--- src/rtl/ifu_pkg.sv ---
// ----------------------------------------------------------------------------
// ifu_pkg
//
// Shared types and constants for the instruction-fetch controller.
//   ifuState_e       : fetch FSM state encoding (REQ, WAIT, HOLD, DROP)
//   XLEN_DEFAULT     : architectural PC / address width
//   INST_W           : fetched instruction width
//   RESET_PC_DEFAULT : fetch PC after reset
//   alignPc()        : clears the two low bits of a fetch target
// ----------------------------------------------------------------------------
package ifu_pkg;

    localparam int XLEN_DEFAULT = 64;
    localparam int INST_W       = 32;

    localparam logic [XLEN_DEFAULT-1:0] RESET_PC_DEFAULT = 64'h0000_0000_8000_0000;

    // Fetch FSM states. DROP means a request is in flight whose response
    // belongs to a path abandoned by a redirect and must be swallowed.
    typedef enum logic [1:0] {
        ST_REQ  = 2'd0,
        ST_WAIT = 2'd1,
        ST_HOLD = 2'd2,
        ST_DROP = 2'd3
    } ifuState_e;

    // Instruction fetches are always word aligned; any low bits a redirect
    // source supplies are discarded rather than trapping here.
    function automatic logic [XLEN_DEFAULT-1:0] alignPc(input logic [XLEN_DEFAULT-1:0] addr);
        return {addr[XLEN_DEFAULT-1:2], 2'b00};
    endfunction

endpackage

--- src/rtl/ifu_ctrl_redir_arb.sv ---
// ----------------------------------------------------------------------------
// redir_arb
//
// Combinational redirect arbiter. A trap/mret redirect always wins over a
// branch redirect raised in the same cycle; the losing branch is simply lost,
// because the trap flushes the instruction that produced it anyway.
//
// Ports:
//   trap_en_i / trap_addr_i : trap redirect request and target
//   br_en_i   / br_addr_i   : branch redirect request and target
//   redir_any_o             : any redirect this cycle
//   redir_target_o          : selected, word-aligned redirect target
// ----------------------------------------------------------------------------
module redir_arb
    import ifu_pkg::*;
(
    input  logic [XLEN_DEFAULT-1:0] trap_addr_i,
    input  logic                    trap_en_i,
    input  logic [XLEN_DEFAULT-1:0] br_addr_i,
    input  logic                    br_en_i,
    output logic                    redir_any_o,
    output logic [XLEN_DEFAULT-1:0] redir_target_o
);

    // Priority select, then force word alignment on whichever target won.
    always_comb begin
        redir_any_o    = trap_en_i | br_en_i;
        redir_target_o = trap_en_i ? alignPc(trap_addr_i) : alignPc(br_addr_i);
    end

endmodule

--- src/rtl/ifu_ctrl.sv ---
// ----------------------------------------------------------------------------
// ifu_ctrl
//
// Instruction-fetch controller. Owns the architectural fetch PC, issues one
// instruction-memory request at a time, and hands each fetched instruction to
// decode over a valid/ready handshake. Trap and branch redirects are merged
// (trap wins) and any response made stale by a redirect is discarded.
//
// Ports:
//   clk, rst                              : clock, async active-high reset
//   redir_trap_en_i / redir_trap_addr_i   : trap/mret redirect
//   redir_br_en_i   / redir_br_addr_i     : branch/jump redirect
//   imem_req_valid_o / imem_req_addr_o    : fetch request to memory
//   imem_req_ready_i                      : memory accepts request
//   imem_rsp_valid_i / imem_rsp_data_i    : fetch response
//   if_valid_o / if_pc_o / if_inst_o      : instruction to decode
//   if_ready_i                            : decode accepts instruction
//   pc_o                                  : current fetch PC
//   fetch_cnt_o                           : completed decode transfers
// ----------------------------------------------------------------------------
module ifu_ctrl
    import ifu_pkg::*;
#(
    parameter logic [XLEN_DEFAULT-1:0] RESET_PC = RESET_PC_DEFAULT
) (
    input  logic                    clk,
    input  logic                    rst,

    input  logic                    redir_trap_en_i,
    input  logic [XLEN_DEFAULT-1:0] redir_trap_addr_i,
    input  logic                    redir_br_en_i,
    input  logic [XLEN_DEFAULT-1:0] redir_br_addr_i,

    output logic                    imem_req_valid_o,
    output logic [XLEN_DEFAULT-1:0] imem_req_addr_o,
    input  logic                    imem_req_ready_i,
    input  logic                    imem_rsp_valid_i,
    input  logic [INST_W-1:0]       imem_rsp_data_i,

    output logic                    if_valid_o,
    output logic [XLEN_DEFAULT-1:0] if_pc_o,
    output logic [INST_W-1:0]       if_inst_o,
    input  logic                    if_ready_i,

    output logic [XLEN_DEFAULT-1:0] pc_o,
    output logic [63:0]             fetch_cnt_o
);

    ifuState_e                 state_q, state_d;
    logic [XLEN_DEFAULT-1:0]   pc_q, pc_d;
    logic [XLEN_DEFAULT-1:0]   ifPc_q, ifPc_d;
    logic [INST_W-1:0]         ifInst_q, ifInst_d;
    logic [63:0]               fetchCnt_q, fetchCnt_d;

    logic                      redirAny;
    logic [XLEN_DEFAULT-1:0]   redirTarget;

    redir_arb u_redir_arb (
        .trap_addr_i    (redir_trap_addr_i),
        .trap_en_i      (redir_trap_en_i),
        .br_addr_i      (redir_br_addr_i),
        .br_en_i        (redir_br_en_i),
        .redir_any_o    (redirAny),
        .redir_target_o (redirTarget)
    );

    // State register. Memory shares this reset, so returning straight to REQ
    // cannot leave an orphaned response behind.
    always_ff @(posedge clk or posedge rst) begin
        if (rst) begin
            state_q    <= ST_REQ;
            pc_q       <= RESET_PC;
            ifPc_q     <= '0;
            ifInst_q   <= '0;
            fetchCnt_q <= '0;
        end else begin
            state_q    <= state_d;
            pc_q       <= pc_d;
            ifPc_q     <= ifPc_d;
            ifInst_q   <= ifInst_d;
            fetchCnt_q <= fetchCnt_d;
        end
    end

    // Next-state logic. A redirect overwrites the PC in every state; what it
    // does to the FSM depends on whether a request is already in flight.
    always_comb begin
        state_d    = state_q;
        pc_d       = pc_q;
        ifPc_d     = ifPc_q;
        ifInst_d   = ifInst_q;
        fetchCnt_d = fetchCnt_q;

        unique case (state_q)
            ST_REQ: begin
                // An accepted request with a simultaneous redirect is for the
                // old path, so its response has to be dropped.
                if (imem_req_ready_i) begin
                    state_d = redirAny ? ST_DROP : ST_WAIT;
                end
            end

            ST_WAIT: begin
                if (imem_rsp_valid_i) begin
                    if (redirAny) begin
                        state_d = ST_REQ;
                    end else begin
                        state_d  = ST_HOLD;
                        ifPc_d   = pc_q;
                        ifInst_d = imem_rsp_data_i;
                        pc_d     = pc_q + XLEN_DEFAULT'(4);
                    end
                end else if (redirAny) begin
                    state_d = ST_DROP;
                end
            end

            ST_HOLD: begin
                // The held instruction is squashed by a redirect even if decode
                // was ready, so neither the transfer nor the count happen.
                if (redirAny) begin
                    state_d = ST_REQ;
                end else if (if_ready_i) begin
                    state_d    = ST_REQ;
                    fetchCnt_d = fetchCnt_q + 64'd1;
                end
            end

            ST_DROP: begin
                if (imem_rsp_valid_i) begin
                    state_d = ST_REQ;
                end
            end

            default: begin
                state_d = ST_REQ;
            end
        endcase

        if (redirAny) begin
            pc_d = redirTarget;
        end
    end

    // Outputs are decoded from registered state; only if_valid_o sees the
    // live redirect so decode never consumes a squashed instruction.
    always_comb begin
        imem_req_valid_o = (state_q == ST_REQ);
        imem_req_addr_o  = pc_q;
        if_valid_o       = (state_q == ST_HOLD) && !redirAny;
        if_pc_o          = ifPc_q;
        if_inst_o        = ifInst_q;
        pc_o             = pc_q;
        fetch_cnt_o      = fetchCnt_q;
    end

endmodule

--- config.mk ---
export PLATFORM = sky130hd
export DESIGN_NAME = ifu_ctrl
export DESIGN_NICKNAME = d
export VERILOG_FILES = /design/src/rtl/ifu_pkg.sv /design/src/rtl/ifu_ctrl_redir_arb.sv /design/src/rtl/ifu_ctrl.sv
export SDC_FILE = /design/constraint.sdc
export NUM_CORES = 1
export LEC_CHECK = 0
export CAP_MARGIN = 40
export CORE_AREA = 2 2 177 179
export DETAILED_ROUTE_END_ITERATION = 10
export DIE_AREA = 0 0 179 181
export PLACE_DENSITY = 0.7
export SETUP_SLACK_MARGIN = 0.05
export SLEW_MARGIN = 0
export SYNTH_ARGS = -nofsm -noshare
export SYNTH_HDL_FRONTEND = slang
export SYNTH_SLANG_ARGS = --single-unit
--- constraint.sdc ---
create_clock -name clk -period 9.3 [get_ports clk]
set_input_delay 0.93 -clock clk [delete_from_list [all_inputs] [get_ports clk]]
set_output_delay 0.93 -clock clk [all_outputs]
set_load 0.05 [all_outputs]
# Word level (Yosys, flattened, before mapping)
# Cells that the tools add are included.
totals:
  register_bits: 226
  input_bits: 167
  out_inout_bits: 290
  wordCells: 38
classes:
  bitwise: 2
  n_mux: 13
  n_reduce_logical: 9
  add_sub_neg: 2
  n_eq_ne: 7
op_table:
  columns: ["operator", "n"]
  rows:
  - ["$mux 64", 4]
  - ["$add 64x1->64 const B", 1]
  - ["$add 64x3->64 const B", 1]
  - ["$mux 2", 8]
  - ["$pmux 2 s4", 1]
  - ["$ne 3x3->1 const B", 2]
  - ["$reduce_and 3->1", 2]
  - ["$eq 2x2->1 const B", 2]
  - ["$reduce_and 4->1", 1]
  - ["$reduce_bool 2->1", 2]
  - ["$eq 2x1->1 const B", 1]
  - ["$logic_not 2->1", 1]
  - ["$ne 2x1->1 const B", 1]
  - ["$ne 2x2->1 const B", 1]
  - ["$reduce_and 2->1", 1]
  - ["$logic_and 1x1->1", 1]
  - ["$logic_not 1->1", 1]
  - ["$not 1->1", 1]
  - ["$or 1x1->1", 1]

# Logic depth before layout (Yosys ltp)
# Gate-level depths: netlist of the first run.
depth:
  depth_word: 4
  mapped_depth: 9
  mapped_depth_nobuf: 7

# Cells and area by module
# A second synthesis of the first run with hierarchy kept.
unflattened:
  cells_unflattened: 1104
  hier_area_um2: 12084.1
modules_own_cells:
  columns: ["mod", "area_each_um2", "instances", "cells_each", "seq_area_each_um2"]
  rows:
  - ["ifu_ctrl", 11008.1, 1, 1031, 5656.7]
  - ["redir_arb", 1076.0, 1, 73, 0.0]

# Least setup slack after synthesis of the first run
# Ideal clock, no wire load.
synth_path:
  kind: "in2reg"
  from: "in redir_br_en_i"
  to: "reg fetchCnt_q[50], in the netlist fetch_cnt_o[50]"
  path_buffers: 2
  path_stages: 8
  arrival_time_ns: 2.682
  required_time_ns: 9.158
  setup_ns: 0.142
  setup_slack_ns: 6.476
  path_cell_list: "or4b_4 -> nor4_4 -> and4_1 -> buf_6 -> and3_1 -> buf_6 -> nand3_2 -> xnor2_1"
synth_between:
  elab_chain_cells: 3
synth_rtl:
  columns: ["element", "line", "rtl"]
  rows:
  - ["start, declared", "ifu_ctrl.sv:31", "input logic redir_br_en_i,"]
  - ["$or 1x1->1", "ifu_ctrl_redir_arb.sv:27", "redir_any_o = trap_en_i | br_en_i;"]
  - ["$not 1->1 (no source line)", null, null]
  - ["$reduce_and 3->1 (no source line)", null, null]
  - ["end signal, assigned", "ifu_ctrl.sv:81", "fetchCnt_q <= fetchCnt_d;"]
  - ["end, declared", "ifu_ctrl.sv:53", "logic [63:0] fetchCnt_q, fetchCnt_d;"]
# Every way passes these cells.
# A chain may end at the register's enable or synchronous reset.

# Worst setup path in the final report of the first run
layout_path:
  from: "in imem_rsp_valid_i"
  to: "reg pc_q[38], in the netlist imem_req_addr_o[38]"
layout_between:
  elab_chain_cells: 2
layout_rtl:
  columns: ["element", "line", "rtl"]
  rows:
  - ["start, declared", "ifu_ctrl.sv:37", "input logic imem_rsp_valid_i,"]
  - ["$reduce_bool 2->1 (no source line)", null, null]
  - ["$reduce_and 2->1 (no source line)", null, null]
  - ["end signal, assigned", "ifu_ctrl.sv:78", "pc_q <= pc_d;"]
  - ["end, declared", "ifu_ctrl.sv:50", "logic [XLEN_DEFAULT-1:0] pc_q, pc_d;"]
# Every way passes these cells.

==> results of run 1 <==
[through the flow]
step,hold WS (ps),worst slack (ps)
after global routing,501,4860
after CTS,485,5100
after detailed placement,474,4550
after floorplan,534,2290
after global placement,464,4600
final,474,5090
[cell type report]
class	instances	share of cell area, %
inverter	13	0.342
clock buffer	36	4.61
multi-input combinational	694	29.4
clock inverter	11	0.570
sequential	222	33.8
tap	396	3.01
timing repair buffer	461	28.3
[path summary, 6_finish.rpt]
kind / from / end / slack (ps) / cells past startpoint
setup / recovery: imem_rsp_valid_i / imem_req_addr_o[38]$_DFFE_PP0N_ / 5090 / 7
max in group asynchronous: rst / if_inst_o[29]$_DFFE_PP0P_ / 7250 / 4
setup reg to reg: state_q[1]$_DFFE_PP0P_ / imem_req_addr_o[38]$_DFFE_PP0N_ / 5500 / 6
hold / removal: fetch_cnt_o[63]$_DFFE_PP0P_ / fetch_cnt_o[63]$_DFFE_PP0P_ / 470 / 1
min in group asynchronous: rst / if_pc_o[36]$_DFFE_PP0P_ / 900 / 2
hold reg to reg: fetch_cnt_o[63]$_DFFE_PP0P_ / fetch_cnt_o[63]$_DFFE_PP0P_ / 470 / 1
[Yosys cell counts (29+ instances only)]
| master | number |
|---|---|
| buf_4 | 68 |
| clkbuf_1 | 36 |
| nand4_1 | 38 |
| a21oi_1 | 41 |
| nand2_1 | 80 |
| mux2_2 | 97 |
| xor2_1 | 30 |
| nor2_1 | 37 |
| nand3_1 | 59 |
| o21ai_0 | 29 |
| dfrtp_1 | 221 |
| xnor2_1 | 84 |
[power groups by stage]
| stage | sequential [mW] | clock [mW] | combinational (mW) |
|---|---|---|---|
| finish | 1.38 | 1.02 | 1.94 |
| global route | 1.42 | 1.09 | 2.01 |
| CTS | 1.38 | 1.04 | 1.95 |
| detailed placement | 1.40 | 0 | 1.95 |
| global placement | 1.39 | 0 | 1.92 |
| floorplan | 2.18 | 0 | 0.467 |
[cells by family (layout without fill, tap and decap cells)]
kind of cell,Yosys count,after routing,share of synthesized area [%]
AND/OR/NAND/NOR,338,338,16.2
flip-flops,222,222,50.0
AO/OA/AOI/OAI,125,125,6.92
buffers and inverters,125,521,6.68
XOR/XNOR,114,114,8.99
multiplexers,109,109,10.9
adder cells (fa/ha/maj),2,2,0.225
other,1,6,0.0338
[registers in the layout, indices dropped and copies added, names as in the netlist]
| signal | count |
|---|---|
| fetch_cnt_o | 64 |
| state_q | 2 |
| if_inst_o | 32 |
| imem_req_addr_o | 62 |
| if_pc_o | 62 |
[layer usage]
metal  up-vias  global-route usage [%]  part of all wire, %
li1       4399                       -                    -
met1      4694                    30.2                   42
met2       362                    39.0                   49
met3        79                    4.19                  6.5
met4         0                    7.61                  3.0
met5         -                       0                    0
==> impl_metrics.py, run 1 <==
metrics = {
    "final_layout": {
        "finalNonFillerCells": 1833,
        "final_core_util_pct": 54.2,
        "most-common-layout-cells": "clkdlybuf4s50_1, dfrtp_1, mux2_2",
        "nets": 1588,
        "multi_input_area_um2": 4840,
        "synthToLayoutAreaGrowth_pct": 48.2,
        "antennaDiodeCount": 0,
        "seq_area_um2": 5560,
        "nFillCells": 2686,
        "fin_area_um2": 16500,
        "mostFrequentLayoutCell": "clkdlybuf4s50_1",
        "drive_gt1_share_pct": 11.9,
    },
    "sta": {
        "setup_violations": 0,
        "fin_crit_ps": 4210,
        "fmax_ghz": 0.237,
        "worst_slew_pin_slew_ps": 946,
        "clock_skew_ps": 14.2,
        "slew_headroom_pct": 36.4,
        "finalCritPeriodShare_pct": 45.3,
        "finalSetupTns_ps": 0,
        "maxSlewViolCount": 0,
        "hold_viol_final": 0,
        "rsz0062_at_grt": "false",
    },
    "clocking": {
        "clk_transition_reported_paths_ps": 60,
        "cts_root_buffer": "clkbuf_16",
        "hold_buffers": 0,
        "ctsResizeCount": 0,
        "tritoncts": "done",
        "cts_max_path_buffers": 3,
        "cts_max_level": 1,
        "post-cts-setup-buffers": 0,
        "cts_buffers": 27,
        "cts_sinks": 222,
        "insertion_delay_ps": 540,
    },
    "die": {
        "core_area_um2": 30300,
        "die_area_um2": 32400,
        "ioPinCount": 457,
        "dieWidth_um": 179,
        "die_height_um": 181,
        "initial_core_util_pct": 36.6,
        "num_rows": 64,
    },
    "drt": {
        "first_pass_iters": 4,
        "drcViolationCount": 0,
        "vias": 9534,
        "viasPerCell": 5.20,
        "avgRoutedWirePerCell_um": 20.9,
        "routed_wl_mm": 38.4,
        "antenna_left": 0,
        "first_iter_violations": 399,
    },
    "synth": {
        "async_flop_share_pct": 100,
        "ys_types": 50,
        "ys_warn_count": 0,
        "ys_ff_latch": 222,
        "synthCells": 1036,
        "syn_avg_cell_area_um2": 10.7,
        "synth-seq-area-share_pct": 50.0,
        "synth-edff-count": 0,
        "syn-cell-area_um2": 11100,
        "synth_area_leaders": "dfrtp_1, mux2_2, xnor2_1",
        "synth_top_area_cell": "dfrtp_1",
        "synth_top_area_share_pct": 49.8,
        "synth-main-ff-cell": "dfrtp_1",
    },
    "setup_path": {
        "criticalPathCategory": "primary input to flip-flop",
        "critPathRequiredTime_ps": 9710,
        "path_buf_inv": 1,
        "crit_path_cell_trace": "clkdlybuf4s50_1, nand3b_1, nor3_1, nand4_1, or4_1, xnor2_1, a21oi_1",
        "critPathLaunchType": "primary input",
        "max_stage_delay_ps": 820,
        "crit_fanout": 13,
        "critPathTopFamily": "simple AND/OR/NAND/NOR gates",
        "crit_path_end_kind": "flip-flop",
        "cp_slowest_cell": "nor3_1",
        "crit_arrival_ps": 4620,
    },
    "global_route": {
        "grt_pass1_vias": 9704,
        "grt_pass1_wl_mm": 58.0,
        "antenna_found_initial": 0,
        "grt_max_degree": 85,
        "track_usage_pct": 23.3,
        "grt_overflow": 0,
    },
    "run": {
        "maxCapViolations": 0,
    },
    "power_and_ir_drop": {
        "swShare_pct": 42.5,
        "p_seq_share_pct": 31.8,
        "share_comb_of_total_power_pct": 44.7,
        "total_power_mw": 4.34,
        "ir_drop_mv": 0.172,
        "switching_power_mw": 1.84,
        "pwr_density_cell_nw_per_um2": 264,
        "leakage_nw": 6.60,
        "clkPwrFrac_pct": 23.5,
        "p_int_mw": 2.49,
    },
    "placed_design": {
        "place_hpwl_mm": 28.5,
        "dp.cells": 1786,
        "portBuffers": 446,
        "place_area_um2": 15600,
        "gp_congestion": 0.811,
    },
    "outcome": {
        "status": "complete, no violations",
    },
    "hold_path": {
        "hold_path_class": "flip-flop to flip-flop",
    },
}
No activity file was read; power rests on OpenSTA's default activity.
==> run 2: changes to the inputs <==
==> constraint.sdc (replaced) <==
create_clock -name clk -period 4 [get_ports clk]
set_input_delay 0.4 -clock clk [delete_from_list [all_inputs] [get_ports clk]]
set_output_delay 0.4 -clock clk [all_outputs]
set_load 0.05 [all_outputs]
==> run 2 against run 1 <==
  * Sequential power up 130%
  * Register-to-register slack got worse by 4500 ps
  * Core utilization is 0.32 points higher
  * Highest routed layer unchanged
  * Cell area grew 0.59%
  * Global-route usage fell by 0.41 points
  * Critical endpoint is now imem_req_addr_o[61]$_DFFE_PP0N_
  * Via count fell by 2.0%
  * Clock power grew to 2.5 times the previous value
  * Combinational power up 130%
==> impl_metrics.py, run 2 (same netlist as run 1, synthesis figures left out) <==
metrics = {
    "drt": {
        "drcViolationCount": 0,
        "viasPerCell": 5.08,
        "antenna_left": 0,
        "routed_wl_mm": 37.7,
        "avgRoutedWirePerCell_um": 20.5,
        "first_iter_violations": 435,
        "vias": 9339,
        "first_pass_iters": 5,
    },
    "die": {
        "die_area_um2": 32400,
        "die_height_um": 181,
        "core_area_um2": 30300,
        "ioPinCount": 457,
        "initial_core_util_pct": 36.6,
        "num_rows": 64,
        "dieWidth_um": 179,
    },
    "final_layout": {
        "final_core_util_pct": 54.5,
        "synthToLayoutAreaGrowth_pct": 49.0,
        "antennaDiodeCount": 0,
        "mostFrequentLayoutCell": "clkdlybuf4s50_1",
        "largest_register_ffs": 64,
        "finalNonFillerCells": 1837,
        "nets": 1592,
        "drive_gt1_share_pct": 12.2,
        "most-common-layout-cells": "clkdlybuf4s50_1, dfrtp_1, mux2_2",
    },
    "clocking": {
        "cts_max_level": 1,
        "cts_sinks": 222,
        "cts_max_path_buffers": 3,
        "tritoncts": "done",
        "post-cts-setup-buffers": 0,
        "cts_root_buffer": "clkbuf_16",
        "insertion_delay_ps": 520,
        "ctsResizeCount": 0,
        "hold_buffers": 0,
        "cts_buffers": 26,
        "clk_transition_reported_paths_ps": 60,
    },
    "power_and_ir_drop": {
        "share_comb_of_total_power_pct": 43.7,
        "p_int_mw": 6.04,
        "p_seq_share_pct": 31.0,
        "swShare_pct": 41.4,
        "switching_power_mw": 4.27,
        "clkPwrFrac_pct": 25.2,
        "pwr_density_cell_nw_per_um2": 622,
        "ir_drop_mv": 0.590,
        "leakage_nw": 6.65,
    },
    "sta": {
        "slew_headroom_pct": 44.2,
        "finalSetupTns_ps": 0,
        "clock_skew_ps": 12.2,
        "setup_violations": 0,
        "fmax_ghz": 0.339,
        "fin_ws_ps": 1050,
        "maxSlewViolCount": 0,
        "fin_crit_ps": 2950,
        "rsz0062_at_grt": "false",
        "hold_viol_final": 0,
        "worst_slew_pin_slew_ps": 830,
        "finalCritPeriodShare_pct": 73.8,
    },
    "placed_design": {
        "portBuffers": 446,
        "dp.cells": 1791,
        "dp_slack_ps": 961,
        "place_hpwl_mm": 28.0,
        "gp_congestion": 0.825,
    },
    "global_route": {
        "grt_pass1_vias": 9507,
        "track_usage_pct": 22.9,
        "antenna_found_initial": 0,
        "grt_max_degree": 96,
        "grt_pass1_wl_mm": 57.1,
        "grt_overflow": 0,
    },
    "setup_path": {
        "crit_fanout": 10,
        "critPathTopFamily": "simple AND/OR/NAND/NOR gates",
        "critPathRequiredTime_ps": 4370,
        "path_buf_inv": 0,
        "crit_path_cell_trace": "nand4_1, nor4_2, nand3_2, nor4_1, xnor2_1, a21oi_1",
        "cp_slowest_cell": "nor4_2",
        "crit_path_end_kind": "flip-flop",
        "criticalPathCategory": "flip-flop to flip-flop",
        "max_stage_delay_ps": 780,
        "critPathLaunchType": "flip-flop",
        "crit_arrival_ps": 3320,
    },
    "run": {
        "maxCapViolations": 0,
    },
    "outcome": {
        "status": "complete, no violations",
    },
    "hold_path": {
        "hold_path_class": "primary input to flip-flop",
    },
}
[run 2: worst paths after layout]
kind | start | end | slack, ps | depth (start not counted)
worst min register to register | fetch_cnt_o[63]$_DFFE_PP0P_ | fetch_cnt_o[63]$_DFFE_PP0P_ | 490 | 1
worst max register to register | imem_req_addr_o[9]$_DFFE_PP0N_ | imem_req_addr_o[61]$_DFFE_PP0N_ | 1050 | 6
worst max-delay path | imem_req_addr_o[9]$_DFFE_PP0N_ | imem_req_addr_o[61]$_DFFE_PP0N_ | 1050 | 6
max in group asynchronous | rst | if_inst_o[0]$_DFFE_PP0P_ | 2850 | 3
worst min-delay path | redir_trap_en_i | imem_req_addr_o[10]$_DFFE_PP0N_ | 300 | 3
min in group asynchronous | rst | if_pc_o[41]$_DFFE_PP0P_ | 310 | 2
[run 2: power by group through the flow]
stage	clock (mW)	sequential, mW	combinational, mW
after floorplan	0	5.06	1.09
after global placement	0	3.21	4.50
after detailed placement	0	3.24	4.53
after CTS	2.65	3.20	4.54
after global routing	2.75	3.29	4.67
final	2.60	3.20	4.51
[run 2: final cells by class]
cell class / count / area [um2]
repair buffers: 466 / 4660
inverters: 13 / 52.6
flip-flops and latches: 222 / 5560
fillers: 2650 / 13800
clock buffers: 34 / 742
multi-input cells: 694 / 4840
well taps: 396 / 495
clock inverters: 12 / 199
[run 2: worst register-to-register path, delay by kind of cell, from the launching register on]
family,cells,cell delay [ps]
simple gates,4,2040
flops,1,500
xor+xnor,1,180
compound gates,1,90
[run 2: metal layers]
layer | track usage (%) | wire length [um] | vias to the layer above
met5 | 0 | 0 | -
met3 | 3.79 | 2170 | 51
met2 | 39.1 | 18600 | 312
met1 | 30.1 | 16000 | 4571
met4 | 5.53 | 894 | 0
li1 | - | - | 4405
[run 2: metrics by stage]
step           hold slack, ps  power, mW  area (um2)
6_report                  301       10.3       16600
5_1_grt                   316       10.7       16600
4_1_cts                   275       10.4       16600
3_5_place_dp              477       7.77       15600
3_3_place_gp              475       7.71       15600
2_1_floorplan             493       6.15       11100
==> run 3: changes to the inputs <==
==> constraint.sdc (replaced) <==
create_clock -name clk -period 2.8 [get_ports clk]
set_input_delay 0.28 -clock clk [delete_from_list [all_inputs] [get_ports clk]]
set_output_delay 0.28 -clock clk [all_outputs]
set_load 0.05 [all_outputs]
==> run 3 against run 2 <==
  * Sequential power up 41%
  * Global-route usage up 0.23 points
  * Non-clock buffer count up 43
  * Worst setup slack worse by 810 ps
  * Clock power up 38%
  * Core utilization up 0.91 points
  * Critical path type unchanged
==> impl_metrics.py, run 3 (same netlist as run 1, synthesis figures left out) <==
metrics = {
    "clocking": {
        "cts_max_path_buffers": 3,
        "clk_transition_reported_paths_ps": 60,
        "insertion_delay_ps": 530,
        "cts_sinks": 222,
        "cts_max_level": 1,
        "cts_buffers": 25,
        "hold_buffers": 0,
        "tritoncts": "done",
        "cts_root_buffer": "clkbuf_16",
    },
    "global_route": {
        "grt_overflow": 0,
        "grt_pass1_wl_mm": 57.7,
        "grt_pass1_vias": 9560,
        "antenna_found_initial": 2,
        "grt_max_degree": 83,
        "track_usage_pct": 23.1,
    },
    "sta": {
        "fmax_ghz": 0.390,
        "slew_headroom_pct": 48.4,
        "finalCritPeriodShare_pct": 91.7,
        "finalSetupTns_ps": 0,
        "setup_violations": 0,
        "clock_skew_ps": 13.9,
        "fin_ws_ps": 233,
        "hold_viol_final": 0,
        "fin_crit_ps": 2570,
        "rsz0062_at_grt": "false",
        "maxSlewViolCount": 0,
        "worst_slew_pin_slew_ps": 774,
        "finalHoldWorstSlack_ps": 144,
    },
    "final_layout": {
        "drive_gt1_share_pct": 14.8,
        "finalNonFillerCells": 1881,
        "seq_area_um2": 5560,
        "largest_register_ffs": 64,
        "multi_input_area_um2": 4840,
        "mostFrequentLayoutCell": "clkdlybuf4s50_1",
        "nFillCells": 2645,
        "final_core_util_pct": 55.5,
        "most-common-layout-cells": "clkdlybuf4s50_1, dfrtp_1, mux2_2",
        "synthToLayoutAreaGrowth_pct": 51.5,
        "nets": 1634,
        "fin_area_um2": 16800,
    },
    "die": {
        "num_rows": 64,
        "ioPinCount": 457,
        "die_area_um2": 32400,
        "initial_core_util_pct": 36.6,
        "core_area_um2": 30300,
        "dieWidth_um": 179,
        "die_height_um": 181,
    },
    "placed_design": {
        "portBuffers": 446,
        "dp_slack_ps": 157,
        "place_area_um2": 15900,
        "gp_congestion": 0.796,
        "place_hpwl_mm": 29.1,
        "dp.cells": 1833,
    },
    "run": {
        "maxCapViolations": 0,
    },
    "drt": {
        "antenna_left": 0,
        "first_iter_violations": 530,
        "routed_wl_mm": 38.2,
        "viasPerCell": 5.09,
        "drcViolationCount": 0,
        "vias": 9571,
        "avgRoutedWirePerCell_um": 20.3,
        "first_pass_iters": 6,
    },
    "setup_path": {
        "criticalPathCategory": "flip-flop to flip-flop",
        "crit_fanout": 11,
        "crit_arrival_ps": 2980,
        "cp_slowest_cell": "or4b_4",
        "worstRegToRegCells": 8,
        "max_stage_delay_ps": 620,
        "critPathLaunchType": "flip-flop",
        "crit_path_cell_trace": "or4b_4, nor4_1, buf_4, nand4_1, nor2_1, buf_4, nand4_1, xnor2_1",
        "critPathRequiredTime_ps": 3220,
        "crit_path_end_kind": "flip-flop",
        "regToRegSetupSlack_ps": 230,
    },
    "power_and_ir_drop": {
        "pwr_density_cell_nw_per_um2": 871,
        "ir_drop_mv": 0.743,
        "total_power_mw": 14.7,
        "leakage_nw": 6.84,
    },
    "outcome": {
        "status": "complete, no violations",
    },
    "hold_path": {
        "hold_path_class": "primary input to async pin",
    },
}
## run 3: cell type report
| class | instances | area share [%] |
|---|---|---|
| antenna | 1 | 0.0149 |
| clock buffer | 34 | 4.22 |
| clock inverter | 12 | 1.14 |
| inverter | 13 | 0.312 |
| multi-input combinational | 694 | 28.8 |
| sequential | 222 | 33.0 |
| tap | 396 | 2.94 |
| timing repair buffer | 509 | 29.6 |
## run 3: what timing repair did
item	CTS	global route
gates resized for setup	0	0
setup buffers	0	1
setup endpoints to repair	0	1
## run 3: worst paths after layout
check                                            start                               to
min                                                rst  imem_req_addr_o[41]$_DFFE_PP0N_
max                             state_q[0]$_DFFE_PP0P_      fetch_cnt_o[51]$_DFFE_PP0P_
max reg2reg                     state_q[0]$_DFFE_PP0P_      fetch_cnt_o[51]$_DFFE_PP0P_
max in group asynchronous                          rst        if_inst_o[28]$_DFFE_PP0P_
min in group clk                       redir_trap_en_i       fetch_cnt_o[3]$_DFFE_PP0P_
min reg2reg                fetch_cnt_o[63]$_DFFE_PP0P_      fetch_cnt_o[63]$_DFFE_PP0P_
## run 3: routing by layer
layer | global-route usage [%] | wire length [um] | vias up
met1 | 30.1 | 16000 | 4722
met2 | 40.1 | 19200 | 331
met4 | 4.88 | 664 | 2
met3 | 3.85 | 2320 | 41
li1 | - | - | 4475
met5 | 0 | 12 | -
## run 3: report_power, final
group / leakage [nW] / internal (mW) / total (mW) / switching [mW]
Clock: 0.444 / 2.23 / 3.59 / 1.36
Sequential: 2.82 / 3.99 / 4.52 / 0.537
Combinational: 3.58 / 2.36 / 6.55 / 4.19
Total: 6.84 / 8.58 / 14.7 / 6.09
## run 3: critical path: cells and delay by family, from the launching register on
kind,cells,cell delay [ps]
xor+xnor,1,140
flops,1,450
simple gates,5,1450
buf+inv,2,410
